$ cat config.mk
export PLATFORM = sky130hd
export DESIGN_NAME = pipe_hazard_ctrl
export DESIGN_NICKNAME = d
export VERILOG_FILES = /design/src/rtl/pipe_hazard_ctrl.sv
export SDC_FILE = /design/constraint.sdc
export NUM_CORES = 1
export LEC_CHECK = 0
export ABC_AREA = 1
export CAP_MARGIN = 20
export CORE_MARGIN = 4
export CORE_UTILIZATION = 40
export DETAILED_ROUTE_END_ITERATION = 8
export GPL_TIMING_DRIVEN = 0
export HOLD_SLACK_MARGIN = 0.15
export PLACE_DENSITY = 0.77
export SLEW_MARGIN = 20
export SYNTH_ARGS = -nofsm -noshare
export SYNTH_HDL_FRONTEND = slang
export SYNTH_SLANG_ARGS = --single-unit
$ cat constraint.sdc
create_clock -name clk -period 5.2 [get_ports clk]
set_clock_uncertainty 0.2 [all_clocks]
set_input_delay 0.52 -clock clk [delete_from_list [all_inputs] [get_ports clk]]
set_output_delay 0.52 -clock clk [all_outputs]
set_load 0.02 [all_outputs]
$ cat src/rtl/pipe_hazard_ctrl.sv
// Pipeline sequencing controller for the 5-stage MIPS core: load-use stalls,
// branch/jump flushes, data-memory wait-state freeze with timeout, stall counter.
module pipe_hazard_ctrl #(
  parameter int unsigned MEM_TIMEOUT = 15,
  parameter int unsigned CNT_W       = 4
) (
  input  logic        clk,
  input  logic        reset,
  input  logic        memread_e,
  input  logic [4:0]  writereg_e,
  input  logic [4:0]  rs_d,
  input  logic [4:0]  rt_d,
  input  logic        pcsrc_d,
  input  logic        jump_d,
  input  logic        mem_req_m,
  input  logic        mem_ready,
  output logic        stall_f,
  output logic        stall_d,
  output logic        stall_e,
  output logic        stall_m,
  output logic        flush_d,
  output logic        flush_e,
  output logic        flush_w,
  output logic        mem_timeout_err,
  output logic [15:0] stall_cycles
);

  typedef enum logic [1:0] {
    RUN      = 2'd0,
    MEM_WAIT = 2'd1,
    ERR      = 2'd2
  } state_t;

  state_t           state, next_state;
  logic [CNT_W-1:0] cnt, next_cnt;
  logic             err_q;
  logic [15:0]      stall_cnt;
  logic             loaduse;
  logic             memstall;

  assign loaduse = memread_e && (writereg_e != 5'd0) &&
                   ((writereg_e == rs_d) || (writereg_e == rt_d));

  always_ff @(posedge clk) begin
    if (reset) begin
      state     <= RUN;
      cnt       <= '0;
      err_q     <= 1'b0;
      stall_cnt <= '0;
    end else begin
      state <= next_state;
      cnt   <= next_cnt;
      if (next_state == ERR)
        err_q <= 1'b1;
      if (stall_f && (stall_cnt != '1))
        stall_cnt <= stall_cnt + 16'd1;
    end
  end

  always_comb begin
    next_state = state;
    next_cnt   = cnt;
    memstall   = 1'b0;
    stall_f    = 1'b0;
    stall_d    = 1'b0;
    stall_e    = 1'b0;
    stall_m    = 1'b0;
    flush_d    = 1'b0;
    flush_e    = 1'b0;
    flush_w    = 1'b0;
    if (!reset) begin
      case (state)
        RUN: begin
          if (mem_req_m && !mem_ready) begin
            memstall   = 1'b1;
            next_state = MEM_WAIT;
            next_cnt   = CNT_W'(1);
          end else if (loaduse) begin
            stall_f = 1'b1;
            stall_d = 1'b1;
            flush_e = 1'b1;
          end else if (pcsrc_d || jump_d) begin
            flush_d = 1'b1;
          end
        end
        MEM_WAIT: begin
          // Stall holds through the ready cycle; the pipe advances on the next edge.
          memstall = 1'b1;
          if (mem_ready) begin
            next_state = RUN;
            next_cnt   = '0;
          end else if (cnt == CNT_W'(MEM_TIMEOUT)) begin
            next_state = ERR;
          end else begin
            next_cnt = cnt + CNT_W'(1);
          end
        end
        ERR: begin
          memstall = 1'b1;
        end
        default: begin
          next_state = RUN;
          next_cnt   = '0;
        end
      endcase
      if (memstall) begin
        stall_f = 1'b1;
        stall_d = 1'b1;
        stall_e = 1'b1;
        stall_m = 1'b1;
        flush_w = 1'b1;
      end
    end
  end

  // Registered status is masked during reset so every output reads 0 that cycle.
  assign mem_timeout_err = err_q && !reset;
  assign stall_cycles    = reset ? '0 : stall_cnt;

endmodule

==> flow_metrics.py, run 1 <==
metrics = {
    "timing": {
        "final_hold_viol_count": 0,
        "worst_slew_margin_rel": 0.5957,
        "setup_viol": 0,
        "fin_crit_sh": 0.6532,
        "fin_crit_ns": 3.396,
        "slew_viol_final": 0,
        "tns_ns": 0,
        "grt_setup_unrepaired": "no",
        "worstMarginPinSlew_ns": 0.6064,
        "whs_ns": 0.2329,
        "fmax_mhz": 294.4,
    },
    "critical_path": {
        "setup.worst_path.start": "writereg_e[2]",
        "critical_path_class": "in -> out",
        "r2r_end": "err_q",
        "r2r_start": "state[1]",
        "arrival_ns": 2.68,
        "cp-start-kind": "input port",
        "r2r_slack_ns": 3.08,
        "reg2regPathDepth": 10,
        "critPathCaptureType": "output port",
        "cp_max_fo": 11,
        "cp_data_required_time_ns": 4.48,
    },
    "global_routing": {
        "grt-busiest-layer": "met2",
        "grt_max_degree": 14,
        "met2_usage": 0.2878,
        "grt-ovfl-total": 0,
        "grt_pass1_vias": 1673,
        "grt.met1_usage": 0.1953,
        "grt_pass1_wl_mm": 7.107,
        "use_met3": 0.03338,
        "antenna_found_initial": 0,
        "gr-usage-all-layers": 0.1568,
    },
    "final_layout": {
        "nets": 347,
        "layoutNonFillerInstCount": 370,
        "drive_gt1_frac": 0.1352,
        "final_cell_area_sq_um": 2333,
        "final_util": 0.5396,
        "num_antenna_cells": 0,
        "area_growth_pct": 30.97,
    },
    "cts": {
        "cts-root-buf": "clkbuf_8",
        "cts.path.max_buffers": 2,
        "clock_latency_ns": 0.27,
        "clk_pin_slew_worst_paths_ns": 0.09,
        "htreeDepth": 1,
        "postCtsSetupRepairBufs": 0,
        "hold_buffers": 0,
        "cts_tree": "built",
        "ctsResizeCount": 0,
        "cts_buffers": 3,
        "clkSinkCount": 23,
    },
    "logic_synthesis": {
        "synth_seq_cells": 23,
        "async_flop_share": 0,
        "syn_area_sq_um": 1782,
        "synth_edf_count": 0,
        "yosysMostFrequentCell": "nand2_1",
        "synth_area_leader_cell": "dfxtp_1",
        "ys_seq_area_frac": 0.2584,
        "yosysWarningCount": 0,
        "synth_cells": 270,
        "synth_common_cells": "nand2_1 (53), inv_1 (42), nor2_1 (38)",
        "yosysUniqueCellTypes": 29,
        "synth-main-ff-cell": "dfxtp_1",
        "syn_area_per_cell_sq_um": 6.599,
        "synth_top_area_frac": 0.2584,
        "syn-num-nets": 298,
        "synthTopCellsByArea": "dfxtp_1 (26%), nand2_1 (11%), inv_1 (8.8%), nor2_1 (8.0%), nand3_1 (6.5%)",
    },
    "min_path": {
        "hold_path.class": "in -> reg",
        "whs_path_depth": 2,
        "hp-start": "reset",
        "min_to": "stall_cnt[5]",
    },
    "placed_design": {
        "place_area_sq_um": 2287,
        "io_buffers": 44,
        "dp_cells": 366,
        "gp_congestion": 0.8872,
        "dpl.hpwl_mm": 3.284,
    },
    "floorplan": {
        "dieArea_sq_um": 5586,
        "ioPinCount": 46,
        "fp-row-count": 24,
        "fp.coreArea_sq_um": 4324,
        "start_util": 0.4120,
        "die_w_microns": 74.74,
        "die_y_microns": 74.74,
    },
    "detailed_routing": {
        "routedWlPerCell_microns": 10.89,
        "firstDrtPassIters": 4,
        "first_iter_violations": 58,
        "drc": 0,
        "ant_nets": 0,
        "viasPerCell": 4.746,
        "via_count": 1756,
        "drt_wl_total_mm": 4.028,
    },
    "run_status": {
        "status": "finished, final reports clean",
    },
    "pwr": {
        "ir_worst_vdd_mv": 0.1781,
        "leakagePower_nw": 0.9922,
        "power.density_nw_per_um2": 167.6,
    },
    "flow_run": {
        "cap_violations": 0,
    },
}
==> where the power goes <==
group | leakage (nW) | internal, mW | total (mW) | switching [mW]
sequential | 0.186 | 0.180 | 0.183 | 0.00305
clock | 0.0255 | 0.0535 | 0.113 | 0.0596
combinational | 0.781 | 0.0442 | 0.0953 | 0.0511
total | 0.992 | 0.277 | 0.391 | 0.114
==> state kept, by name (all words and copies together), names as in the netlist <==
register and cells:
cnt 4, err_q 1, stall_cnt 16, state 2
==> critical path, stage by stage <==
cell and delay, ns:
clkdlybuf4s50_1 0.52, inv_2 0.06, nand2_1 0.05, nand2_1 0.05
nor2_1 0.12, nand3_1 0.08, nand2_1 0.11, nand3_2 0.10
nand2_4 0.15, buf_4 0.21, buf_4 0.12, clkdlybuf4s50_1 0.58
==> through the flow <==
| step | total power, mW | setup WS [ns] |
|---|---|---|
| final | 0.3911 | 1.804 |
| after global routing | 0.4113 | 1.635 |
| after CTS | 0.3943 | 1.818 |
| after detailed placement | 0.2822 | 1.825 |
| after global placement | 0.2800 | 1.836 |
| after floorplan | 0.2442 | 3.042 |
==> worst max-delay path by stage <==
stage,endpoint,slack [ns]
floorplan,stall_f,3.04
global placement,stall_f,1.84
detailed placement,stall_f,1.83
CTS,stall_f,1.82
global route,stall_f,1.64
finish,stall_f,1.80
==> cells in the final DEF (no fill, tap or decap) <==
cell type	n
dfxtp_1	23
buf_4	4
a21oi_2	10
a211oi_1	1
clkdlybuf4s50_1	44
buf_6	3
o31ai_1	1
nand2_2	6
nor2_1	38
nor3_2	2
o21ai_1	3
clkbuf_1	2
nand3_1	23
nor2_2	1
buf_12	1
o21ai_0	3
nand3b_4	1
clkbuf_8	3
nand4_1	2
nand2_1	53
ha_1	6
inv_1	42
xor2_1	12
clkinv_2	1
nand3_2	3
nand2_4	2
and3_1	1
inv_2	5
xnor2_1	2
a21oi_1	13
nor3_4	1
nor3_1	6
==> cell type report <==
cell class	count	area, sq um
flip-flops and latches	23	460.4
well taps	52	65.06
multi-input cells	190	1054
fillers	425	1991
inverters	47	176.4
clock buffers	3	41.29
clock inverters	1	5.005
plain buffers	10	91.34
repair buffers	44	440.4
==> per-layer routing <==
| layer | wire (microns) | vias to the layer above |
|---|---|---|
| met1 | 1864 | 778 |
| met5 | 0 | - |
| met4 | 15 | 0 |
| met2 | 1937 | 42 |
| met3 | 210 | 2 |
| li1 | - | 934 |
==> cell families after synthesis <==
family | count (synthesis) | share of synthesized area
adders and majority gates | 6 | 0.04213
and+or+nand+nor | 139 | 0.3694
buffers and inverters | 57 | 0.1503
AOI/OAI and AO/OA | 31 | 0.1109
xor gates and xnor gates | 14 | 0.06882
DFF | 23 | 0.2584
(Power assumes the default switching activity.)
==> run 2: changes to the inputs <==
--- a/config.mk
+++ b/config.mk
@@ -12,7 +12,7 @@
 export DETAILED_ROUTE_END_ITERATION = 8
 export GPL_TIMING_DRIVEN = 0
 export HOLD_SLACK_MARGIN = 0.15
-export PLACE_DENSITY = 0.77
+export PLACE_DENSITY = 0.79
 export SLEW_MARGIN = 20
 export SYNTH_ARGS = -nofsm -noshare
 export SYNTH_HDL_FRONTEND = slang
==> constraint.sdc (replaced) <==
create_clock -name clk -period 2.95 [get_ports clk]
set_clock_uncertainty 0.2 [all_clocks]
set_input_delay 0.295 -clock clk [delete_from_list [all_inputs] [get_ports clk]]
set_output_delay 0.295 -clock clk [all_outputs]
set_load 0.02 [all_outputs]
==> run 2 against run 1 <==
Against the previous run: highest routed layer unchanged; non-clock buffer count rose by 1; total power grew 76%; routed wire length decreased by 0.89%; critical endpoint is now stall_m; critical path type unchanged; clock-buffer cell count is 1 higher; first-iteration DRC count rose by 36%; global-route usage up 0.18 points.
==> flow_metrics.py, run 2 (synthesized netlist as in run 1, its figures left out) <==
metrics = {
    "timing": {
        "worstMarginPinSlew_ns": 0.6132,
        "final_hold_viol_count": 0,
        "fmax_mhz": 385.8,
        "slew_viol_final": 0,
        "setup_viol": 0,
        "whs_ns": 0.2583,
        "fin_crit_sh": 0.8786,
        "fin_crit_ns": 2.592,
        "worst_slew_margin_rel": 0.5912,
        "tns_ns": 0,
        "grt_setup_unrepaired": "no",
    },
    "floorplan": {
        "ioPinCount": 46,
        "die_w_microns": 74.74,
        "dieArea_sq_um": 5586,
        "fp.coreArea_sq_um": 4324,
        "start_util": 0.4120,
        "die_y_microns": 74.74,
        "fp-row-count": 24,
    },
    "pwr": {
        "power.density_nw_per_um2": 293.1,
        "leakagePower_nw": 1.024,
        "p_int_mw": 0.4913,
        "pwr-share-clk": 0.289,
        "switching_share": 0.2859,
        "power.switching_mw": 0.1967,
        "pwr-share-seq": 0.468,
        "p_comb_frac": 0.243,
        "ir_worst_vdd_mv": 0.1904,
    },
    "min_path": {
        "hold_path.class": "reg -> reg",
        "min_to": "err_q",
        "hp-start": "err_q",
        "whs_path_depth": 2,
    },
    "detailed_routing": {
        "ant_nets": 0,
        "first_iter_violations": 79,
        "viasPerCell": 4.744,
        "routedWlPerCell_microns": 10.76,
        "firstDrtPassIters": 4,
        "drt_wl_total_mm": 3.992,
        "via_count": 1760,
        "drc": 0,
    },
    "run_status": {
        "status": "finished, final reports clean",
    },
    "final_layout": {
        "layoutNonFillerInstCount": 371,
        "largestRegisters": "stall_cnt: 16 flops, cnt: 4 flops, state: 2 flops",
        "drive_gt1_frac": 0.1317,
        "largest-register": "stall_cnt",
        "largest_reg_flops": 16,
        "final_common_cell": "nand2_1",
        "nets": 348,
        "num_antenna_cells": 0,
        "area_growth_pct": 31.74,
        "layout_common_cells": "nand2_1 (53), inv_1 (42), clkdlybuf4s50_1 (42)",
    },
    "cts": {
        "cts_buffers": 3,
        "cts_tree": "built",
        "postCtsSetupRepairBufs": 0,
        "clk_pin_slew_worst_paths_ns": 0.08,
        "clkSinkCount": 23,
        "cts.path.max_buffers": 2,
        "htreeDepth": 1,
        "clock_latency_ns": 0.27,
        "cts-root-buf": "clkbuf_8",
    },
    "flow_run": {
        "cap_violations": 0,
    },
    "global_routing": {
        "antenna_found_initial": 0,
        "gr-usage-all-layers": 0.1586,
        "grt_pass1_vias": 1688,
        "grt-ovfl-total": 0,
        "grt_pass1_wl_mm": 7.120,
        "grt_max_degree": 13,
    },
    "placed_design": {
        "dp_cells": 366,
        "dpl.hpwl_mm": 3.220,
        "gp_congestion": 0.9398,
        "io_buffers": 44,
    },
    "critical_path": {
        "critical_path_class": "in -> out",
        "r2r_end": "stall_cnt[15]",
        "r2r_start": "stall_cnt[0]",
        "cp_max_fo": 7,
        "reg2regPathDepth": 9,
        "cp_data_required_time_ns": 2.46,
        "critPathCaptureType": "output port",
        "arrival_ns": 2.10,
        "r2r_slack_ns": 0.85,
        "cp-start-kind": "input port",
        "setup.worst_path.start": "reset",
    },
}
-- run 2: cell types whose count changed in the layout (fill, tap and decap cells not counted) --
| cell | delta |
|---|---|
| clkbuf_1 | +1 |
| clkdlybuf4s50_1 | -2 |
| clkinv_2 | -1 |
| dlygate4sd3_1 | +1 |
| dlymetal6s2s_1 | +2 |
-- run 2: layout make-up --
type | count | area [sq um]
timing repair buffer | 45 | 455.4
fill | 431 | 1977
sequential | 23 | 460.4
inverter | 47 | 176.4
clock buffer | 4 | 45.04
tap | 52 | 65.06
buffer | 10 | 91.34
multi-input combinational | 190 | 1054
-- run 2: layer usage --
layer	global-route usage	up-vias	wire (microns)
li1	-	935	-
met1	0.2023	782	1795
met2	0.2780	39	1970
met3	0.03605	4	205
met4	0.02569	0	20
met5	0	-	0
-- run 2: worst max-delay path by stage --
| stage | end | slack, ns | cells after the start |
|---|---|---|---|
| 3_3_place_gp | stall_f | 0.05 | 12 |
| 2_1_floorplan | stall_f | 1.08 | 8 |
| 3_5_place_dp | stall_f | 0.03 | 12 |
| 5_1_grt | stall_m | 0.22 | 7 |
| 6_report | stall_m | 0.36 | 7 |
| 4_1_cts | stall_f | 0.02 | 12 |
-- run 2: worst max-delay path, stage by stage --
cell	delay [ns]
dlygate4sd3_1	0.55
buf_6	0.14
nor2_1	0.15
nand2_1	0.14
inv_1	0.12
buf_4	0.11
clkdlybuf4s50_1	0.59
-- run 2: power groups by stage --
stage | combinational (mW) | clock [mW] | sequential (mW)
2_1_floorplan | 0.102 | 0 | 0.328
3_3_place_gp | 0.165 | 0 | 0.329
3_5_place_dp | 0.167 | 0 | 0.329
4_1_cts | 0.169 | 0.203 | 0.322
5_1_grt | 0.186 | 0.218 | 0.323
6_report | 0.167 | 0.199 | 0.322
-- run 2: per-stage QoR --
stage | setup WS [ns] | util | instance area (sq um) | power [mW]
after CTS | 0.01630 | 0.5417 | 2342 | 0.6945
after global routing | 0.2159 | 0.5428 | 2347 | 0.7274
final | 0.3582 | 0.5428 | 2347 | 0.6879
after detailed placement | 0.02534 | 0.5289 | 2287 | 0.4963
after global placement | 0.04892 | 0.5289 | 2287 | 0.4934
after floorplan | 1.082 | - | 1782 | 0.4305
-- run 2: what timing repair did --
action,in CTS,in global routing
endpoints found under the hold margin,5,0
setup endpoints to repair,0,2
resized for setup,0,2
hold buffers,1,0
==> run 3: changes to the inputs <==
--- a/config.mk
+++ b/config.mk
@@ -10,9 +10,10 @@
 export CORE_MARGIN = 4
 export CORE_UTILIZATION = 40
 export DETAILED_ROUTE_END_ITERATION = 8
+export DONT_BUFFER_PORTS = 1
 export GPL_TIMING_DRIVEN = 0
 export HOLD_SLACK_MARGIN = 0.15
-export PLACE_DENSITY = 0.79
+export PLACE_DENSITY = 0.65
 export SLEW_MARGIN = 20
 export SYNTH_ARGS = -nofsm -noshare
 export SYNTH_HDL_FRONTEND = slang
==> run 3 against run 2 <==
Against the previous run: die area is the same; non-clock buffer count shrank 43; via count shrank 9.5%; routed wire length shrank 5.5%; total power shrank 6.2%; clock-buffer cell count is the same; register-to-register slack is essentially flat; clock power is essentially flat; sequential cell count is the same; setup slack gained 0.22 ns.
==> flow_metrics.py, run 3 (synthesized netlist as in run 1, its figures left out) <==
metrics = {
    "cts": {
        "htreeDepth": 1,
        "ctsResizeCount": 0,
        "clkSinkCount": 23,
        "cts_tree": "built",
        "cts-root-buf": "clkbuf_8",
        "cts.path.max_buffers": 2,
        "clock_latency_ns": 0.27,
        "cts_buffers": 3,
        "clk_pin_slew_worst_paths_ns": 0.08,
    },
    "final_layout": {
        "final_util": 0.4421,
        "largest_reg_flops": 16,
        "nets": 305,
        "layout_common_cells": "nand2_1 (53), inv_1 (42), nor2_1 (38)",
        "largestRegisters": "stall_cnt: 16 flops, cnt: 4 flops, state: 2 flops",
        "final_common_cell": "nand2_1",
        "final_cell_area_sq_um": 1912,
        "largest-register": "stall_cnt",
        "drive_gt1_frac": 0.1522,
        "area_growth_pct": 7.303,
        "num_antenna_cells": 0,
    },
    "critical_path": {
        "critPathCaptureType": "output port",
        "r2r_slack_ns": 0.84,
        "r2r_start": "stall_cnt[0]",
        "cp_max_fo": 11,
        "reg2regPathDepth": 9,
        "r2r_end": "stall_cnt[11]",
        "cp_data_required_time_ns": 2.46,
        "arrival_ns": 1.87,
        "cp-start-kind": "input port",
        "critical_path_class": "in -> out",
    },
    "placed_design": {
        "io_buffers": 0,
        "dpl.hpwl_mm": 2.967,
        "gp_congestion": 0.7913,
        "place_area_sq_um": 1847,
        "dp_worst_setup_slack_ns": 0.8803,
    },
    "timing": {
        "slew_viol_final": 0,
        "setup_viol": 0,
        "setup_slack_ns": 0.5817,
        "grt_setup_unrepaired": "no",
        "final_hold_viol_count": 0,
        "whs_ns": 0.1849,
        "fmax_mhz": 422.2,
        "worst_slew_margin_rel": 0.5705,
        "fin_crit_sh": 0.8028,
        "fin_crit_ns": 2.368,
        "tns_ns": 0,
        "worstMarginPinSlew_ns": 0.6442,
    },
    "pwr": {
        "ir_worst_vdd_mv": 0.2018,
        "switching_share": 0.2930,
        "leakagePower_nw": 0.8370,
        "p_comb_frac": 0.190,
        "power.density_nw_per_um2": 337.6,
        "pwr-share-clk": 0.311,
        "pwr-share-seq": 0.499,
        "power.switching_mw": 0.1891,
        "p_int_mw": 0.4563,
    },
    "floorplan": {
        "ioPinCount": 46,
        "die_w_microns": 74.74,
        "dieArea_sq_um": 5586,
        "die_y_microns": 74.74,
        "fp.coreArea_sq_um": 4324,
        "start_util": 0.4120,
        "fp-row-count": 24,
    },
    "min_path": {
        "hold_path.class": "in -> reg",
        "min_to": "state[0]",
        "whs_path_depth": 6,
        "hp-start": "mem_req_m",
    },
    "detailed_routing": {
        "firstDrtPassIters": 4,
        "via_count": 1592,
        "routedWlPerCell_microns": 11.51,
        "viasPerCell": 4.854,
        "ant_nets": 0,
        "first_iter_violations": 113,
        "drt_wl_total_mm": 3.774,
        "drc": 0,
    },
    "global_routing": {
        "antenna_found_initial": 0,
        "grt_pass1_vias": 1502,
        "grt_max_degree": 13,
        "grt-ovfl-total": 0,
        "grt_pass1_wl_mm": 6.603,
        "gr-usage-all-layers": 0.1481,
    },
    "flow_run": {
        "cap_violations": 0,
    },
    "run_status": {
        "status": "finished, final reports clean",
    },
}
-- run 3: changes by cell type in the layout (fill, tap and decap cells not counted), sizes merged --
cell,delta
dlymetal6s2s,-2
clkdlybuf4s50,-42
dlygate4sd3,+1
-- run 3: worst max path at each step --
stage,start,slack [ns],endpoint
floorplan,state[0],1.08,stall_f
global placement,state[0],0.89,stall_f
detailed placement,state[0],0.88,stall_f
CTS,mem_ready,0.57,stall_f
global route,reset,0.42,stall_f
finish,reset,0.58,stall_f
-- run 3: critical path: stages --
cell           delay, ns
dlygate4sd3_1       0.56
buf_6               0.14
nor2_1              0.17
nand2_1             0.13
nand2_4             0.16
buf_4               0.24
buf_4               0.17
-- run 3: metrics by stage --
stage                     power (mW)  std cells
final                         0.6454        328
after detailed placement      0.4516        322
after CTS                     0.6559        328
after global routing          0.6797        328
after global placement        0.4505        322
after floorplan               0.4305        270
-- run 3: routing by layer --
layer  global-route usage  wire (microns)  up-vias
met2               0.2585            1743       38
met4              0.02372              13        0
met1               0.1902            1763      699
li1                     -               -      853
met3              0.03338             254        2
met5                    0               0        -
-- run 3: cell type report --
| type | count | area (sq um) |
|---|---|---|
| fill | 467 | 2412 |
| multi-input combinational | 190 | 1054 |
| sequential | 23 | 460.4 |
| inverter | 47 | 176.4 |
| buffer | 10 | 91.34 |
| tap | 52 | 65.06 |
| clock buffer | 4 | 45.04 |
| timing repair buffer | 2 | 20.02 |
-- run 3: timing repair --
action                    4_1_cts  5_1_grt
hold buffers                    2        0
hold endpoints to repair        8        0
buffers inserted                0        0
-- run 3: power groups by stage --
stage | combinational [mW] | sequential, mW | clock, mW
floorplan | 0.102 | 0.328 | 0
global placement | 0.121 | 0.329 | 0
detailed placement | 0.122 | 0.329 | 0
CTS | 0.125 | 0.322 | 0.209
global route | 0.138 | 0.323 | 0.219
finish | 0.123 | 0.322 | 0.201
